File: src/rtl/nonce_dispatcher.sv
// Nonce dispatcher: loads an 80-byte header, sweeps nonces on the miner, and reports the result.
// Define NONCE_DISPATCHER_HASH_REPORT_EN to append the 256-bit miner hash to success records.
module nonce_dispatcher #(
  parameter int unsigned ATTEMPT_CYCLES = 198,
  parameter logic [31:0] NONCE_START    = 32'h0
) (
  input  logic         clock,
  input  logic         reset,
  input  logic [7:0]   rx_data,
  input  logic         rx_valid,
  output logic         rx_ready,
  output logic [639:0] block_header,
  output logic [31:0]  nonce,
  output logic         miner_reset,
  input  logic         miner_hash_success,
`ifdef NONCE_DISPATCHER_HASH_REPORT_EN
  input  logic [255:0] miner_hash,
`endif
  output logic [7:0]   tx_data,
  output logic         tx_valid,
  input  logic         tx_ready,
  output logic         busy,
  output logic         found
);

  localparam int unsigned CntW = $clog2(ATTEMPT_CYCLES);
  localparam logic [CntW-1:0] CntLast = CntW'(ATTEMPT_CYCLES - 1);
`ifdef NONCE_DISPATCHER_HASH_REPORT_EN
  localparam int unsigned RecBytes = 37;
`else
  localparam int unsigned RecBytes = 5;
`endif
  localparam int unsigned RecW = RecBytes * 8;
  localparam int unsigned IdxW = $clog2(RecBytes);

  typedef enum logic [2:0] {StLoad, StStart, StRun, StResync, StReport} state_e;

  state_e state_q, state_d;

  logic [6:0]      byte_cnt_q;
  logic [CntW-1:0] cyc_cnt_q;
  logic [RecW-1:0] rec_q;
  logic [IdxW-1:0] tx_idx_q, rec_last_q;
  logic [639:0]    header_q;
  logic [31:0]     nonce_q;
  logic [7:0]      tx_data_q;
  logic            rx_ready_q, miner_reset_q, tx_valid_q, busy_q, found_q;
  logic            rx_ready_d, miner_reset_d, tx_valid_d, busy_d;

  logic            rx_fire, tx_fire, tx_done, cyc_last;
  logic [RecW-1:0] rec_success, rec_exhaust;

  assign rx_fire  = rx_valid & rx_ready_q;
  assign tx_fire  = tx_valid_q & tx_ready;
  assign tx_done  = tx_fire && (tx_idx_q == rec_last_q);
  assign cyc_last = (cyc_cnt_q == CntLast);

  // Records are shifted out MSB byte first; the exhaust record only uses its top 5 bytes.
`ifdef NONCE_DISPATCHER_HASH_REPORT_EN
  assign rec_success = {8'hA5, nonce_q, miner_hash};
  assign rec_exhaust = {8'h5A, 32'hFFFF_FFFF, 256'h0};
`else
  assign rec_success = {8'hA5, nonce_q};
  assign rec_exhaust = {8'h5A, 32'hFFFF_FFFF};
`endif

  always_ff @(posedge clock or negedge reset) begin
    if (!reset) begin
      state_q <= StLoad;
    end else begin
      state_q <= state_d;
    end
  end

  always_comb begin
    state_d = state_q;
    unique case (state_q)
      StLoad:   if (rx_fire && byte_cnt_q == 7'd79) state_d = StStart;
      StStart:  state_d = StRun;
      StRun: begin
        if (miner_hash_success) begin
          state_d = StReport;
        end else if (cyc_last) begin
          state_d = (nonce_q == 32'hFFFF_FFFF) ? StReport : StResync;
        end
      end
      StResync: state_d = StRun;
      StReport: if (tx_done) state_d = StLoad;
      default:  state_d = StLoad;
    endcase
  end

  // Control outputs are registered from the next state so they line up with state_q.
  always_comb begin
    rx_ready_d    = (state_d == StLoad);
    miner_reset_d = (state_d != StRun);
    tx_valid_d    = (state_d == StReport);
    busy_d        = (state_d == StStart) || (state_d == StRun) || (state_d == StResync);
  end

  always_ff @(posedge clock or negedge reset) begin
    if (!reset) begin
      byte_cnt_q    <= '0;
      cyc_cnt_q     <= '0;
      rec_q         <= '0;
      tx_idx_q      <= '0;
      rec_last_q    <= '0;
      header_q      <= '0;
      nonce_q       <= NONCE_START;
      tx_data_q     <= '0;
      rx_ready_q    <= 1'b0;
      miner_reset_q <= 1'b1;
      tx_valid_q    <= 1'b0;
      busy_q        <= 1'b0;
      found_q       <= 1'b0;
    end else begin
      rx_ready_q    <= rx_ready_d;
      miner_reset_q <= miner_reset_d;
      tx_valid_q    <= tx_valid_d;
      busy_q        <= busy_d;

      if (rx_fire) begin
        header_q   <= {header_q[631:0], rx_data};
        byte_cnt_q <= (byte_cnt_q == 7'd79) ? 7'd0 : byte_cnt_q + 7'd1;
        if (byte_cnt_q == 7'd0) found_q <= 1'b0;
      end

      unique case (state_q)
        StStart: begin
          nonce_q   <= NONCE_START;
          cyc_cnt_q <= '0;
        end
        StResync: begin
          nonce_q   <= nonce_q + 32'd1;
          cyc_cnt_q <= '0;
        end
        StRun:   cyc_cnt_q <= cyc_cnt_q + CntW'(1);
        default: ;
      endcase

      if (state_q == StRun && state_d == StReport) begin
        tx_idx_q <= '0;
        if (miner_hash_success) begin
          found_q    <= 1'b1;
          rec_q      <= rec_success;
          rec_last_q <= IdxW'(RecBytes - 1);
          tx_data_q  <= 8'hA5;
        end else begin
          rec_q      <= rec_exhaust;
          rec_last_q <= IdxW'(4);
          tx_data_q  <= 8'h5A;
        end
      end else if (tx_fire && !tx_done) begin
        rec_q     <= rec_q << 8;
        tx_data_q <= rec_q[RecW-9 -: 8];
        tx_idx_q  <= tx_idx_q + IdxW'(1);
      end
    end
  end

  assign rx_ready     = rx_ready_q;
  assign block_header = header_q;
  assign nonce        = nonce_q;
  assign miner_reset  = miner_reset_q;
  assign tx_data      = tx_data_q;
  assign tx_valid     = tx_valid_q;
  assign busy         = busy_q;
  assign found        = found_q;

endmodule
File: config.mk
export PLATFORM = sky130hd
export DESIGN_NAME = nonce_dispatcher
export DESIGN_NICKNAME = d
export VERILOG_FILES = /design/src/rtl/nonce_dispatcher.sv
export SDC_FILE = /design/constraint.sdc
export NUM_CORES = 2
export LEC_CHECK = 0
export CORE_AREA = 2 2 287 289
export CTS_BUF_LIST = sky130_fd_sc_hd__clkbuf_8 sky130_fd_sc_hd__clkbuf_16
export DETAILED_ROUTE_END_ITERATION = 6
export DIE_AREA = 0 0 289 291
export SKIP_LAST_GASP = 1
export SLEW_MARGIN = 10
export SYNTH_ARGS = -nofsm -noshare
export SYNTH_HDL_FRONTEND = slang
export SYNTH_SLANG_ARGS = --single-unit
export TNS_END_PERCENT = 5
File: constraint.sdc
create_clock -name clock -period 2.3 [get_ports clock]
set_input_delay 0.46 -clock clock [delete_from_list [all_inputs] [get_ports clock]]
set_output_delay 0.46 -clock clock [all_outputs]
set_load 0.03 [all_outputs]
# After elaboration in Yosys (flattened, before gate mapping)
# Cells that the tools add are included.
[word_totals] register_bits=739 inputBits=13 output_inout_bits=685 elab_cells=68
[classes] n_addsub=4 eq_ne=13 mux=21 bitwise=2 reduce_logical=14
[ops] cell="2-to-1 mux 32 bit" n=3
[ops] cell="case mux 32 bit (2 select lines)" n=1
[ops] cell="adder 32 x 1 -> 32 bit (second input constant)" n=1
[ops] cell="== test 32 bit (second input constant)" n=1
[ops] cell="2-to-1 mux 8 bit" n=3
[ops] cell="2-to-1 mux 3 bit" n=7
[ops] cell="case mux 8 bit (2 select lines)" n=1
[ops] cell="== test 3 x 2 -> 1 bit (second input constant)" n=4
[ops] cell="case mux 3 bit (4 select lines)" n=1
[ops] cell="adder 8 x 1 -> 8 bit (second input constant)" n=1
[ops] cell="== test 8 bit (second input constant)" n=1
[ops] cell="adder 7 x 1 -> 7 bit (second input constant)" n=1
[ops] cell="== test 7 bit (second input constant)" n=1
[ops] cell="zero test 7 bit" n=1
[ops] cell="2-to-1 mux 7 bit" n=1
[ops] cell="== test 3 x 1 -> 1 bit (second input constant)" n=2
[ops] cell="== test 3 bit (second input constant)" n=2
[ops] cell="zero test 3 bit" n=2
[ops] cell="nonzero test 2 bit" n=3
[ops] cell="logical AND 1 bit" n=4
[ops] cell="2-to-1 mux 1 bit" n=4
[ops] cell="adder 3 x 1 -> 3 bit (second input constant)" n=1
[ops] cell="== test 3 bit" n=1
[ops] cell="!= test 3 x 2 -> 1 bit (second input constant)" n=1
[ops] cell="other kinds (4)" n=6

# Logic depth before layout (Yosys ltp)
[depth] ltp_word=8 depth_mapped=7 depth_no_buf=6

# Least setup slack after synthesis
# OpenSTA, ideal clock, no wires.
[synth_timing] path_type="flip-flop to flip-flop" startpoint="reg nonce_q[0], in the netlist nonce[0]" endpoint="reg busy_q, in the netlist busy" setup_ps=118 arrival_ps=1838 required_ps=2182 setup_slack_ps=344 stages_incl_launch_ff=6 path_buffers=0 synth_period_minus_slack_ps=1956 cell_sequence="dfrtp_1 -> ha_1 -> nand3_4 -> nor4_4 -> a41oi_4 -> a21o_1"
[synth_between] elab_chain_cells=8 word_cells_on_any_way=10 classes_between="4 x eq/ne; 4 x mux; 2 x reduce/logical"
[synth_rtl] element="start, declared" line_no="45" text="logic [31:0] nonce_q;"
[synth_rtl] element="start signal, assigned" line_no="134" text="nonce_q <= nonce_q + 32'd1;"
[synth_rtl] element="== test 32 bit *" line_no="84" text="state_d = (nonce_q == 32'hFFFF_FFFF) ? StReport : StResync;"
[synth_rtl] element="2-to-1 mux 3 bit *" line_no="84"
[synth_rtl] element="2-to-1 mux 3 bit *" line_no="83" text="end else if (cyc_last) begin"
[synth_rtl] element="2-to-1 mux 3 bit *" line_no="81" text="if (miner_hash_success) begin"
[synth_rtl] element="case mux 3 bit (4 select lines) *" line_no="77" text="unique case (state_q)"
[synth_rtl] element="== test 3 x 1 -> 1 bit or == test 3 x 2 -> 1 bit (tied branches)" line_no="98" text="busy_d = (state_d == StStart) || (state_d == StRun) || (state_d == StResync);"
[synth_rtl] element="logical OR 1 bit" line_no="98"
[synth_rtl] element="logical OR 1 bit *" line_no="98"
[synth_rtl] element="named net busy_d" line_no="48" text="logic rx_ready_d, miner_reset_d, tx_valid_d, busy_d;"
[synth_rtl] element="end signal, assigned" line_no="120" text="busy_q <= busy_d;"
[synth_rtl] element="end, declared" line_no="47" text="logic rx_ready_q, miner_reset_q, tx_valid_q, busy_q, found_q;"
# Mark *: on every way through the listed nets, which the timed path passes. The rest lies on a longest branch.
# A chain may end at the register's enable or synchronous reset.

# Worst setup path in the final report
[layout_timing] startpoint="reg nonce_q[9], in the netlist nonce[9]" endpoint="out nonce[9]"
[layout_rtl] element="end, declared" line_no="13" text="output logic [31:0] nonce,"
# No word-level cell between the ends.

==> flow_summary_export.csv <==
group,metric,value,unit
placement,dpl.hpwl,66700,um
floorplan,die_w,289,um
timing,period_needed,2.40,ns
power,ir_worst_vdd,0.000594,V
timing,hold_viol,0,
status,outcome,"finished with violations",
route,first_pass_iters,5,
synthesis,yosysTopAreaCellShare,64.0,%
route,viasPerCell,4.67,
floorplan,die_area,84100,sq um
setup_path,cp.required,1.84,ns
cells_and_area,antenna_cells,0,
setup_path,cp-startpoint,"nonce[9]",
clock_tree,cts_buffers,82,
route,vias,23563,
timing,clock_skew,0.0208,ns
synthesis,syn_area,28900,sq um
floorplan,die_height,291,um
run,drv_cap,0,
synthesis,synth.distinct_cells,54,
setup_path,path_max_fanout,7,
timing,fin_crit_sh,104,%
worst_hold_path,hp-class,"input pin to asynchronous set/reset pin",
timing,fmax,0.416,GHz
floorplan,start_util,35.6,%
synthesis,yosys.area.top_type,"dfrtp_1",
placement,globalplace.congestion,0.856,
synthesis,ys_ff_latch,739,
setup_path,max_stage_delay,0.75,ns
setup_path,crit_type,"register to output pin",
global_routing,first_global_vias,23157,
timing,slew_viol_final,0,
clock_tree,clk_latency,0.62,ns
synthesis,syn_area_per_cell,9.02,sq um
placement,port_buffers,697,
cells_and_area,drive_gt1_share,6.83,%
timing,worstMarginPinSlew,0.623,ns
setup_path,crit_arrival,1.94,ns
setup_path,endpoint_kind,"output pin",
floorplan,core,81200,sq um
timing,rsz0062_at_grt,"true",
route,drtIter0Drc,1571,
global_routing,grt_pass1_wl,144000,um
clock_tree,htreeDepth,3,
global_routing,grt_max_degree,69,
timing,setup_tns,-0.401,ns
synthesis,yosysMostFrequentCell,"nand2_1",
global_routing,overflow,0,
placement,preCtsSetupSlack,0.0571,ns
timing,relSlewSlack,58.5,%
power,post-layout-total-power,32.7,mW
synthesis,netlist_top_cells_area,"dfrtp_1 (64%), nand2_1 (26%), clkbuf_1 (2.0%)",
synthesis,synth_cells,3202,
setup_path,slowest_stage,"clkdlybuf4s50_1",
synthesis,seq_area_frac_synth,64.0,%
synthesis,synthTopCellsByCount,"nand2_1 (1981), dfrtp_1 (738), clkbuf_1 (155), mux2i_1 (58), nor2_1 (45)",
timing,whs,0.408,ns
clock_tree,cts_sinks,739,
synthesis,synth_edf_count,0,
clock_tree,cts_root_buf,"clkbuf_16",
setup_path,r2r-start,"nonce[1]",
clock_tree,path_clk_slew,0.06,ns
cells_and_area,layout-area-overhead-vs-synth,40.7,%
global_routing,gr-usage-all-layers,22.0,%
clock_tree,cts_setup_buffers,0,
synthesis,ys.flop_type,"dfrtp_1",
global_routing,grt_antenna_before_repair,1,
setup_path,crit_family,"buffers and inverters",
cells_and_area,nNetsFinal,3936,
synthesis,async_flop_share,100,%
route,remaining_drc_errors,0,
synthesis,yosysWarningCount,0,
synthesis,synth_nets,3222,
clock_tree,clockBufferDepth,3,
clock_tree,tritoncts,"done",
setup_path,critical_path_buf_inv_count,1,
timing,finalWorstSetupSlack,-0.101,ns
route,drtAntennaViolNets,0,
route,wire_per_inst,18.5,um
floorplan,rows,105,
status,violations,"negative setup slack",
floorplan,ios,698,
setup_path,path_cells,"clkdlybuf4s50_1",
setup_path,cp-start-kind,"register",
power,cellLeakagePower,21.1,nW
power,p_per_area,804,nW/um^2
route,wl,93200,um
timing,setup_viol,14,
placed cells by master (no fill, tap or decap), types with 4 or more instances in the layout:
cell	synthesis	final
nand4_1	15	15
bufinv_16	0	6
nand3_1	21	21
buf_12	0	39
clkdlybuf4s50_1	0	691
a22o_1	4	4
nand2_1	1981	1979
buf_4	4	66
and3_1	7	7
o21ai_0	24	24
nor2_1	45	45
ha_1	7	7
mux2i_1	58	58
a21oi_1	22	22
nor3_1	4	4
clkbuf_16	0	84
a211oi_2	8	8
inv_1	11	24
and2_1	5	4
clkbuf_8	0	24
clkinv_2	0	12
a31oi_1	25	25
xnor2_1	6	6
dfrtp_1	738	736
and4_1	4	4
o21ai_1	5	5
routing by layer:
layer  GRT usage [%]  vias up  routed length [um]
li1                -    11372                   -
met1            29.0    11430               39900
met2            35.2      612               44200
met3            5.12      149                5790
met4            8.25        0                3350
met5               0        -                   0
report_power, final:
| part | leakage (nW) | internal, mW | total, mW | switching [mW] |
|---|---|---|---|---|
| clock network | 1.46 | 8.12 | 13.6 | 5.46 |
| logic | 9.64 | 1.63 | 4.60 | 2.97 |
| registers | 10.0 | 13.7 | 14.5 | 0.736 |
sequential cells by signal (all words and copies together) (netlist names):
signal / flops
miner_reset: 1
block_header: 640
tx_idx_q: 3
tx_valid: 1
nonce: 32
tx_data: 8
busy: 1
rec_last_q: 1
rx_ready: 1
rec_q: 32
found: 1
byte_cnt_q: 7
cyc_cnt_q: 8
state_q: 3
what timing repair did:
action / 4_1_cts / 5_1_grt
setup endpoints to repair: 51 / 84
gates resized for setup: 2 / 5
hold buffers: 1 / 0
hold endpoints to repair: 28 / 0
through the flow:
step | instances | util (%) | area [sq um]
CTS | 5051 | 50.0 | 40600
global placement | 4901 | 46.5 | 37800
finish | 5051 | 50.0 | 40600
floorplan | 3202 | - | 28900
detailed placement | 4901 | 46.5 | 37800
global route | 5051 | 50.0 | 40600
path summary, 6_finish.rpt:
check                                         end  slack (ns)  cells past startpoint
worst min-delay path            block_header[150]        0.41                      2
max in group asynchronous            cyc_cnt_q[6]        1.00                      3
worst max-delay path                     nonce[9]       -0.10                      1
worst max register to register          rec_q[18]        0.04                      6
worst min register to register  block_header[633]        0.48                      2
min in group clock                block_header[3]        0.41                      3
layout make-up:
cell class,instances,area [sq um]
timing repair buffer,803,8270
multi-input combinational,2279,9640
sequential,739,18500
tap,1070,1340
inverter,11,41.3
clock inverter,41,400
fill,7590,40600
clock buffer,108,2430
cell families (layout without fill, tap and decap cells):
logic type | count (synthesis) | after routing | synth area share [%]
and+or+nand+nor | 2104 | 2104 | 28.4
DFF | 739 | 739 | 64.0
xor gates and xnor gates | 7 | 7 | 0.212
adders and majority gates | 7 | 7 | 0.303
buffers and inverters | 184 | 963 | 2.63
muxes | 58 | 58 | 2.01
AOI/OAI and AO/OA | 103 | 103 | 2.41
(Power assumes the default switching activity.)
